### config.mk
export PLATFORM = sky130hd
export DESIGN_NAME = program_counter
export DESIGN_NICKNAME = d
export VERILOG_FILES = /design/src/rtl/program_counter.sv
export SDC_FILE = /design/constraint.sdc
export NUM_CORES = 1
export LEC_CHECK = 0
export BUFFER_PORTS_ARGS = -buffer_cell sky130_fd_sc_hd__buf_2
export CAP_MARGIN = 20
export CORE_MARGIN = 4
export CORE_UTILIZATION = 40
export DETAILED_ROUTE_END_ITERATION = 8
export HOLD_SLACK_MARGIN = 0.08
export PLACE_DENSITY_LB_ADDON = 0.08
export SETUP_SLACK_MARGIN = 0.05
export SLEW_MARGIN = 20
export SYNTH_ARGS = -nofsm -noshare
export SYNTH_HDL_FRONTEND = slang
export SYNTH_SLANG_ARGS = --single-unit
### constraint.sdc
create_clock -name clk -period 4.35 [get_ports clk]
set_input_delay 0 -clock clk [delete_from_list [all_inputs] [get_ports clk]]
set_output_delay 0 -clock clk [all_outputs]
set_load 0.03 [all_outputs]
### src/rtl/program_counter.sv
// Program counter register for an instruction fetch stage: holds the full PC,
// exposes a truncated instruction-memory address, PC+4 and a misalignment flag.
module program_counter #(
  parameter int unsigned          DATA_W   = 32,
  parameter int unsigned          ADDR_W   = 13,
  parameter logic [DATA_W-1:0]    RESET_PC = '0
) (
  input  logic              clk,
  input  logic              reset,
  input  logic              pcWrite,
  input  logic [DATA_W-1:0] pcInput,
  output logic [ADDR_W-1:0] pcOutput,
  output logic [DATA_W-1:0] pcFull,
  output logic [DATA_W-1:0] pcPlus4,
  output logic              pcMisaligned
);

  localparam logic [DATA_W-1:0] PC_STEP = DATA_W'(4);

  logic [DATA_W-1:0] pc_q;

  // Asynchronous clear wins over any load that would land in the same cycle.
  always_ff @(posedge clk or negedge reset) begin
    if (!reset) begin
      pc_q <= RESET_PC;
    end else if (pcWrite) begin
      pc_q <= pcInput;
    end
  end

  // Every output is a pure function of the register, never of pcInput/pcWrite.
  assign pcFull       = pc_q;
  assign pcOutput     = pc_q[ADDR_W-1:0];
  assign pcPlus4      = pc_q + PC_STEP;
  assign pcMisaligned = |pc_q[1:0];

endmodule

==> flow_summary.yaml, run 1 <==
outcome:
  status: "completed"
run:
  drv_cap: 0
power_and_ir_drop:
  total_power_uw: 1040
  seqPwrFrac: 0.361
  pwr_density_cell_nw_per_um2: 369
  peakVddDrop_uv: 226
  p_sw_frac: 0.365
  power_leakage_uw: 0.00134
  p_clk_frac: 0.293
  power_frac_comb: 0.346
  power.internal_uw: 658
  p_sw_uw: 378
placed_design:
  dpl.cell_count: 308
  gp_congestion: 0.736
  placed_cell_area_um2: 2350
  place_hpwl_mm: 3.44
  io_buffers: 112
drt:
  drt-pass1-iter-count: 4
  wl_per_cell_um: 14.2
  wl_mm: 4.95
  via_count: 1672
  drc: 0
  drtIter0Drc: 57
  ant_nets: 0
  vias_per_cell: 4.79
global_routing:
  track_usage: 0.176
  grt_max_degree: 34
  grt_pass1_vias: 1759
  grt_pass1_wl_mm: 8.57
  antenna_found_initial: 0
  grt-ovfl-total: 0
logic_synthesis:
  yosysTopAreaCell: "dfrtp_1"
  ys_seq_area_frac: 0.431
  synth_top_area_share: 0.431
  synth_area_leaders: "dfrtp_1, mux2_2, xnor2_1"
  synthArstFlopShare: 1.00
  avgSynthCellArea_um2: 11.3
  synth-seq-cells: 32
  syn_nets: 200
  ys.flop_type: "dfrtp_1"
  synth_cells: 164
  synth_area_um2: 1860
  synth_cell_types: 22
  synth-warning-count: 0
  synth_edf_count: 0
clocking:
  clockBufferDepth: 2
  clk_latency_ps: 270
  htree_num_levels: 2
  cts_tree: "done"
  clock_sinks: 32
  clk_pin_slew_worst_paths_ps: 60
  cts-resized-gates: 0
  postCtsSetupBuffers: 0
  clk_root_buffer_cell: "clkbuf_8"
  numCtsBuffers: 5
worst_setup_path:
  cp_top_family: "simple AND/OR/NAND/NOR gates"
  cp-end-kind: "primary output"
  crit_type: "reg2out"
  r2r_start: "pcFull[9]"
  critPathMaxStageDelay_ps: 510
  critPathMaxFanout: 8
  crit_start: "pcFull[3]"
  crit_required_ps: 4350
  cp-start-kind: "flip-flop"
  path_cells: "ha_1 -> nand3_1 -> nor4_4 -> nand4_1 -> xnor2_1 -> buf_2"
  arrival_ps: 2240
  slowest_stage: "nor4_4"
  worst-path-buf-inv: 1
sta:
  fin_crit_ps: 2240
  hold_viol: 0
  fin_setup_tns_ps: 0
  max-slew-margin-rel: 0.500
  period_share: 0.514
  rsz0062_at_grt: "false"
  finalClockSkew_ps: 0
  drv_slew: 0
  setup_violations: 0
  worst_slew_pin_slew_ps: 749
  fmax_ghz: 0.447
floorplanning:
  start_util: 0.421
  dieArea_um2: 5800
  fp-row-count: 24
  ioPinCount: 113
  die_h_um: 76.2
  die_width_um: 76.2
  coreArea_um2: 4410
final_layout:
  syn_to_final_growth_pct: 51.2
  final_common_cell: "buf_2"
  most-common-layout-cells: "buf_2, dlygate4sd3_1, dfrtp_1"
  design_area_um2: 2810
  drive_above_1_share: 0.525
  final_net_count: 332
  multi_input_area_um2: 918
  seqCellArea_um2: 801
  n_fill_cell: 376
  largest_reg_flops: 32
  final_cells: 349
  antenna_cells: 0
hold_path:
  hp-class: "in2async"
[layer usage]
layer	vias up	routed length (um)	GRT usage
li1	817	-	-
met1	790	1980	0.203
met2	60	2580	0.314
met3	5	344	0.0544
met4	0	39	0.0420
met5	-	0	0
[stage by stage]
stage | setup slack (ps) | hold WS [ps] | utilization
2_1_floorplan | 2290 | -296 | -
3_3_place_gp | 2450 | 97.5 | 0.533
3_5_place_dp | 2390 | 99.8 | 0.533
4_1_cts | 2080 | 332 | 0.636
5_1_grt | 1880 | 395 | 0.636
6_report | 2110 | 316 | 0.636
[power by group through the flow]
stage	registers (uW)	logic [uW]	clock network (uW)
6_report	374	358	303
5_1_grt	382	380	327
4_1_cts	374	361	313
3_5_place_dp	379	337	0
3_3_place_gp	378	337	0
2_1_floorplan	432	193	0
[layout make-up]
cell class                      count  share of cell area
Multi-Input combinational cell    110               0.327
Timing Repair Buffer              145               0.317
Sequential cell                    32               0.285
Clock buffer                        7              0.0343
Tap cell                           52              0.0232
Clock inverter                      1              0.0107
Inverter                            2             0.00267
[final timing paths]
check / to / slack, ps / cells after the start
max: pcPlus4[24] / 2110 / 6
min: pcFull[5] / 320 / 2
max reg2reg: pcFull[9] / 3460 / 1
min reg2reg: pcFull[31] / 550 / 1
max in group asynchronous: pcFull[8] / 3580 / 2
min in group clk: pcFull[2] / 330 / 3
[repair_timing]
| action | in CTS | in global routing |
|---|---|---|
| setup endpoints to repair | 0 | 0 |
| hold buffers | 33 | 0 |
| endpoints found under the hold margin | 64 | 0 |
[synthesized netlist by cell type (2+ instances only)]
master and instances:
clkbuf_1 5, dfrtp_1 32, inv_1 2, xnor2_1 20, and3_1 3, nor2_1 5, nand4_1 7, nand3_1 12
nor3_1 3, nand2_1 9, buf_4 15, nor4_4 2, or2_1 2, mux2_2 31, xor2_1 8, and4_1 2
[cells by family after synthesis]
logic type | after synthesis | synth area share
compound gates | 1 | 0.00269
xor+xnor | 28 | 0.132
fa+ha+maj | 1 | 0.00673
buf+inv | 22 | 0.0748
flops | 32 | 0.431
mux | 31 | 0.188
simple gates | 49 | 0.165
Note: power is estimated with default switching activity, not from simulation.
==> run 2: changes to the inputs <==
--- a/config.mk
+++ b/config.mk
@@ -8,7 +8,7 @@
 export BUFFER_PORTS_ARGS = -buffer_cell sky130_fd_sc_hd__buf_2
 export CAP_MARGIN = 20
 export CORE_MARGIN = 4
-export CORE_UTILIZATION = 40
+export CORE_UTILIZATION = 39
 export DETAILED_ROUTE_END_ITERATION = 8
 export HOLD_SLACK_MARGIN = 0.08
 export PLACE_DENSITY_LB_ADDON = 0.08
==> constraint.sdc (replaced) <==
create_clock -name clk -period 2 [get_ports clk]
set_input_delay 0 -clock clk [delete_from_list [all_inputs] [get_ports clk]]
set_output_delay 0 -clock clk [all_outputs]
set_load 0.03 [all_outputs]
==> run 2 against run 1 <==
Via count up 3.8%. Count of clock-buffer cells in the layout unchanged. Global-route usage up 0.48 points. Clock skew unchanged.
==> flow_summary.yaml, run 2 (synthesis results as in run 1) <==
placed_design:
  gp_congestion: 0.736
  place_hpwl_mm: 3.53
  io_buffers: 112
  dpl.cell_count: 312
clocking:
  clk_pin_slew_worst_paths_ps: 70
  clk_root_buffer_cell: "clkbuf_8"
  cts_tree: "done"
  clock_sinks: 32
  clk_latency_ps: 280
  htree_num_levels: 2
  clockBufferDepth: 2
  numCtsBuffers: 5
sta:
  worst_slew_pin_slew_ps: 759
  period_share: 0.955
  setup_violations: 0
  max-slew-margin-rel: 0.494
  hold_viol: 0
  finalHoldWorstSlack_ps: 299
  fmax_ghz: 0.523
  fin_crit_ps: 1910
  finalClockSkew_ps: 0
  rsz0062_at_grt: "true"
  fin_setup_tns_ps: 0
  drv_slew: 0
hold_path:
  hp-class: "in2async"
floorplanning:
  dieArea_um2: 5930
  fp-row-count: 24
  coreArea_um2: 4470
  die_width_um: 77.0
  die_h_um: 77.0
  ioPinCount: 113
  start_util: 0.415
power_and_ir_drop:
  pwr_density_cell_nw_per_um2: 721
  peakVddDrop_uv: 483
  power_leakage_uw: 0.00151
worst_setup_path:
  cp-start-kind: "flip-flop"
  r2r_start: "pcFull[9]"
  arrival_ps: 1910
  critPathMaxFanout: 8
  crit_type: "reg2out"
  r2r_end: "pcFull[9]"
  reg2reg_depth: 3
  rrSetupSlack_ps: 920
  cp-end-kind: "primary output"
  crit_required_ps: 2000
drt:
  via_count: 1736
  drt-pass1-iter-count: 4
  vias_per_cell: 4.74
  drc: 0
  wl_mm: 5.44
  drtIter0Drc: 27
  wl_per_cell_um: 14.9
  ant_nets: 0
global_routing:
  track_usage: 0.180
  antenna_found_initial: 0
  grt_pass1_vias: 1693
  grt_max_degree: 34
  grt_pass1_wl_mm: 8.44
  grt-ovfl-total: 0
final_layout:
  most-common-layout-cells: "buf_2, dlygate4sd3_1, mux2_2"
  antenna_cells: 0
  final_cells: 366
  final_net_count: 350
  syn_to_final_growth_pct: 67.4
  final_common_cell: "buf_2"
  finish.utilization: 0.695
  largest_reg_flops: 32
  drive_above_1_share: 0.637
run:
  drv_cap: 0
outcome:
  status: "completed"
run 2: cell types whose count changed in the layout (fill, tap and decap cells not counted), moves of 6 or more:
cell,before,now
buf_4,0,20
xnor2_1,20,7
xnor2_2,0,13
buf_2,112,104
dfrtp_1,32,25
dfrtp_2,0,7
buf_6,0,6
run 2: worst max path at each step:
stage	startpoint	end	slack [ps]	depth (start not counted)
floorplan	pcFull[4]	pcPlus4[17]	80	4
global placement	pcFull[2]	pcPlus4[28]	260	7
detailed placement	pcFull[2]	pcPlus4[24]	260	7
CTS	pcFull[3]	pcPlus4[28]	30	7
global route	pcFull[3]	pcPlus4[28]	-20	7
finish	pcFull[3]	pcPlus4[28]	90	7
run 2: layout make-up:
type	count	area (um2)
Clock buffer	7	96.3
Fill cell	340	1360
Inverter	2	7.51
Multi-Input combinational cell	110	1060
Sequential cell	32	810
Tap cell	52	65.1
Timing Repair Buffer	163	1070
run 2: power breakdown:
group	total (uW)	internal, uW	switching [uW]
registers	822	715	107
clock network	542	306	236
logic	877	347	531
run 2: what timing repair did:
item	4_1_cts	5_1_grt
buffers inserted	2	12
hold endpoints to repair	64	0
hold buffers	33	0
endpoints found under the setup margin	15	17
pin swaps	1	2
gates resized for setup	9	25
run 2: metal layers:
layer  wire length (um)  share of wire  GRT usage
met5                  0              0          0
met1               2140           0.39      0.212
met2               2760           0.51      0.301
met3                396          0.073     0.0621
met4                147          0.027     0.0747
run 2: critical path, stage by stage (launching register included):
cell and delay (ps):
dfrtp_1 400, ha_2 240, nand3_4 120, nor4_4 160, buf_6 170, nand4_1 160, xnor2_2 180, buf_4 180
run 2: through the flow:
| stage | worst slack [ps] | total power, uW | area [um2] |
|---|---|---|---|
| finish | 89.2 | 2240 | 3110 |
| global route | -21.5 | 2370 | 3110 |
| CTS | 29.3 | 2210 | 2950 |
| detailed placement | 261 | 1590 | 2490 |
| global placement | 256 | 1590 | 2490 |
| floorplan | 77.6 | 1390 | 1960 |
==> run 3: changes to the inputs <==
--- a/config.mk
+++ b/config.mk
@@ -11,6 +11,7 @@
 export CORE_UTILIZATION = 39
 export DETAILED_ROUTE_END_ITERATION = 8
 export HOLD_SLACK_MARGIN = 0.08
+export MAX_ROUTING_LAYER = met4
 export PLACE_DENSITY_LB_ADDON = 0.08
 export SETUP_SLACK_MARGIN = 0.05
 export SLEW_MARGIN = 20
==> run 3 against run 2 <==
Clock skew is the same. Sequential power hardly changed. Count of clock-buffer cells in the layout unchanged. Highest routed layer unchanged. Design area stayed put. Critical path depth is the same.
==> flow_summary.yaml, run 3 (synthesis results as in run 1) <==
worst_setup_path:
  cp-end-kind: "primary output"
  crit_required_ps: 2000
  slowest_stage: "dfrtp_1"
  arrival_ps: 1910
  r2r_start: "pcFull[9]"
  path_cells: "ha_2 -> nand3_4 -> nor4_4 -> buf_6 -> nand4_1 -> xnor2_2 -> buf_4"
  critPathMaxStageDelay_ps: 410
  crit_type: "reg2out"
  cp-start-kind: "flip-flop"
  crit_start: "pcFull[3]"
  critPathMaxFanout: 8
drt:
  wl_mm: 5.45
  drtIter0Drc: 32
  highest_layer: "met4"
  ant_nets: 0
  drc: 0
  wl_met1_mm: 2.21
  drt-pass1-iter-count: 4
  vias_per_cell: 4.78
  via_count: 1750
  wl_met2_mm: 2.75
  wl_met3_um: 334
  wl_per_cell_um: 14.9
power_and_ir_drop:
  p_sw_uw: 877
  p_sw_frac: 0.391
  power.internal_uw: 1370
  peakVddDrop_uv: 484
  power_frac_comb: 0.391
  p_clk_frac: 0.243
  pwr_density_cell_nw_per_um2: 722
  power_leakage_uw: 0.00151
  seqPwrFrac: 0.367
sta:
  drv_slew: 0
  fin_crit_ps: 1910
  hold_viol: 0
  setup_violations: 0
  rsz0062_at_grt: "true"
  fin_setup_tns_ps: 0
  worst_slew_pin_slew_ps: 770
  period_share: 0.955
  finalHoldWorstSlack_ps: 299
  fmax_ghz: 0.524
  finalClockSkew_ps: 0
  max-slew-margin-rel: 0.487
global_routing:
  antenna_found_initial: 0
  grt-ovfl-total: 0
  grt_pass1_wl_mm: 8.43
  track_usage: 0.186
  grt_pass1_vias: 1693
  grt_max_degree: 34
floorplanning:
  fp-row-count: 24
  coreArea_um2: 4470
  ioPinCount: 113
  die_h_um: 77.0
  die_width_um: 77.0
  dieArea_um2: 5930
  start_util: 0.415
clocking:
  clk_pin_slew_worst_paths_ps: 70
  clock_sinks: 32
  clk_latency_ps: 280
  clockBufferDepth: 2
  numCtsBuffers: 5
  cts_tree: "done"
  clk_root_buffer_cell: "clkbuf_8"
  htree_num_levels: 2
placed_design:
  io_buffers: 112
  gp_congestion: 0.745
  place_hpwl_mm: 3.53
  dpl.cell_count: 312
run:
  drv_cap: 0
final_layout:
  drive_above_1_share: 0.637
  antenna_cells: 0
  final_common_cell: "buf_2"
  most-common-layout-cells: "buf_2, dlygate4sd3_1, mux2_2"
  largest_reg_flops: 32
  syn_to_final_growth_pct: 67.4
  final_cells: 366
  final_net_count: 350
outcome:
  status: "completed"
hold_path:
  hp-class: "in2async"
==> run 3: cell counts in the layout (fill, tap and decap cells not counted) <==
No cell type changed its count.
==> run 3: worst paths after layout <==
| kind | end | slack [ps] | cells after the start |
|---|---|---|---|
| setup / recovery | pcPlus4[28] | 90 | 7 |
| hold / removal | pcFull[11] | 300 | 2 |
| setup reg to reg | pcFull[9] | 920 | 3 |
| hold reg to reg | pcFull[0] | 580 | 1 |
| max in group asynchronous | pcFull[5] | 1200 | 2 |
| min in group clk | pcFull[2] | 320 | 3 |
==> run 3: repair_timing <==
action	in CTS	in global routing
resized for setup	9	25
endpoints found under the setup margin	15	17
buffers inserted	2	12
endpoints found under the hold margin	64	0
hold buffers	33	0
pin swaps	1	2
==> run 3: area by class of cell <==
type                       instances  area (um2)
inverter                           2        7.51
fill                             340        1360
sequential                        32         810
multi-input combinational        110        1060
clock buffer                       7        96.3
timing repair buffer             163        1070
tap                               52        65.1
==> run 3: critical path, delay by kind of cell (launching register included) <==
kind / cells / cell delay (ps)
buffers and inverters: 2 / 350
adder cells (fa/ha/maj): 1 / 240
flip-flops: 1 / 410
XOR/XNOR: 1 / 180
AND/OR/NAND/NOR: 3 / 440
==> run 3: metal layers <==
layer | up-vias | track usage
met5 | - | -
met4 | 0 | 0.0747
met3 | 15 | 0.0527
met2 | 76 | 0.301
met1 | 801 | 0.218
li1 | 858 | -
==> run 3: per-stage QoR <==
stage / setup slack, ps / total power (uW) / cell area, um2 / utilization
after floorplan: 77.6 / 1390 / 1960 / -
after global placement: 256 / 1590 / 2490 / 0.556
after detailed placement: 261 / 1590 / 2490 / 0.556
after CTS: 29.3 / 2210 / 2950 / 0.659
after global routing: -21.5 / 2370 / 3110 / 0.695
final: 89.8 / 2240 / 3110 / 0.695
==> run 3: power by group through the flow <==
stage                     clock network (uW)  logic, uW  registers, uW
final                                    544        877            823
after global routing                     607        925            837
after CTS                                559        824            822
after detailed placement                   0        759            835
after global placement                     0        757            833
after floorplan                            0        437            949
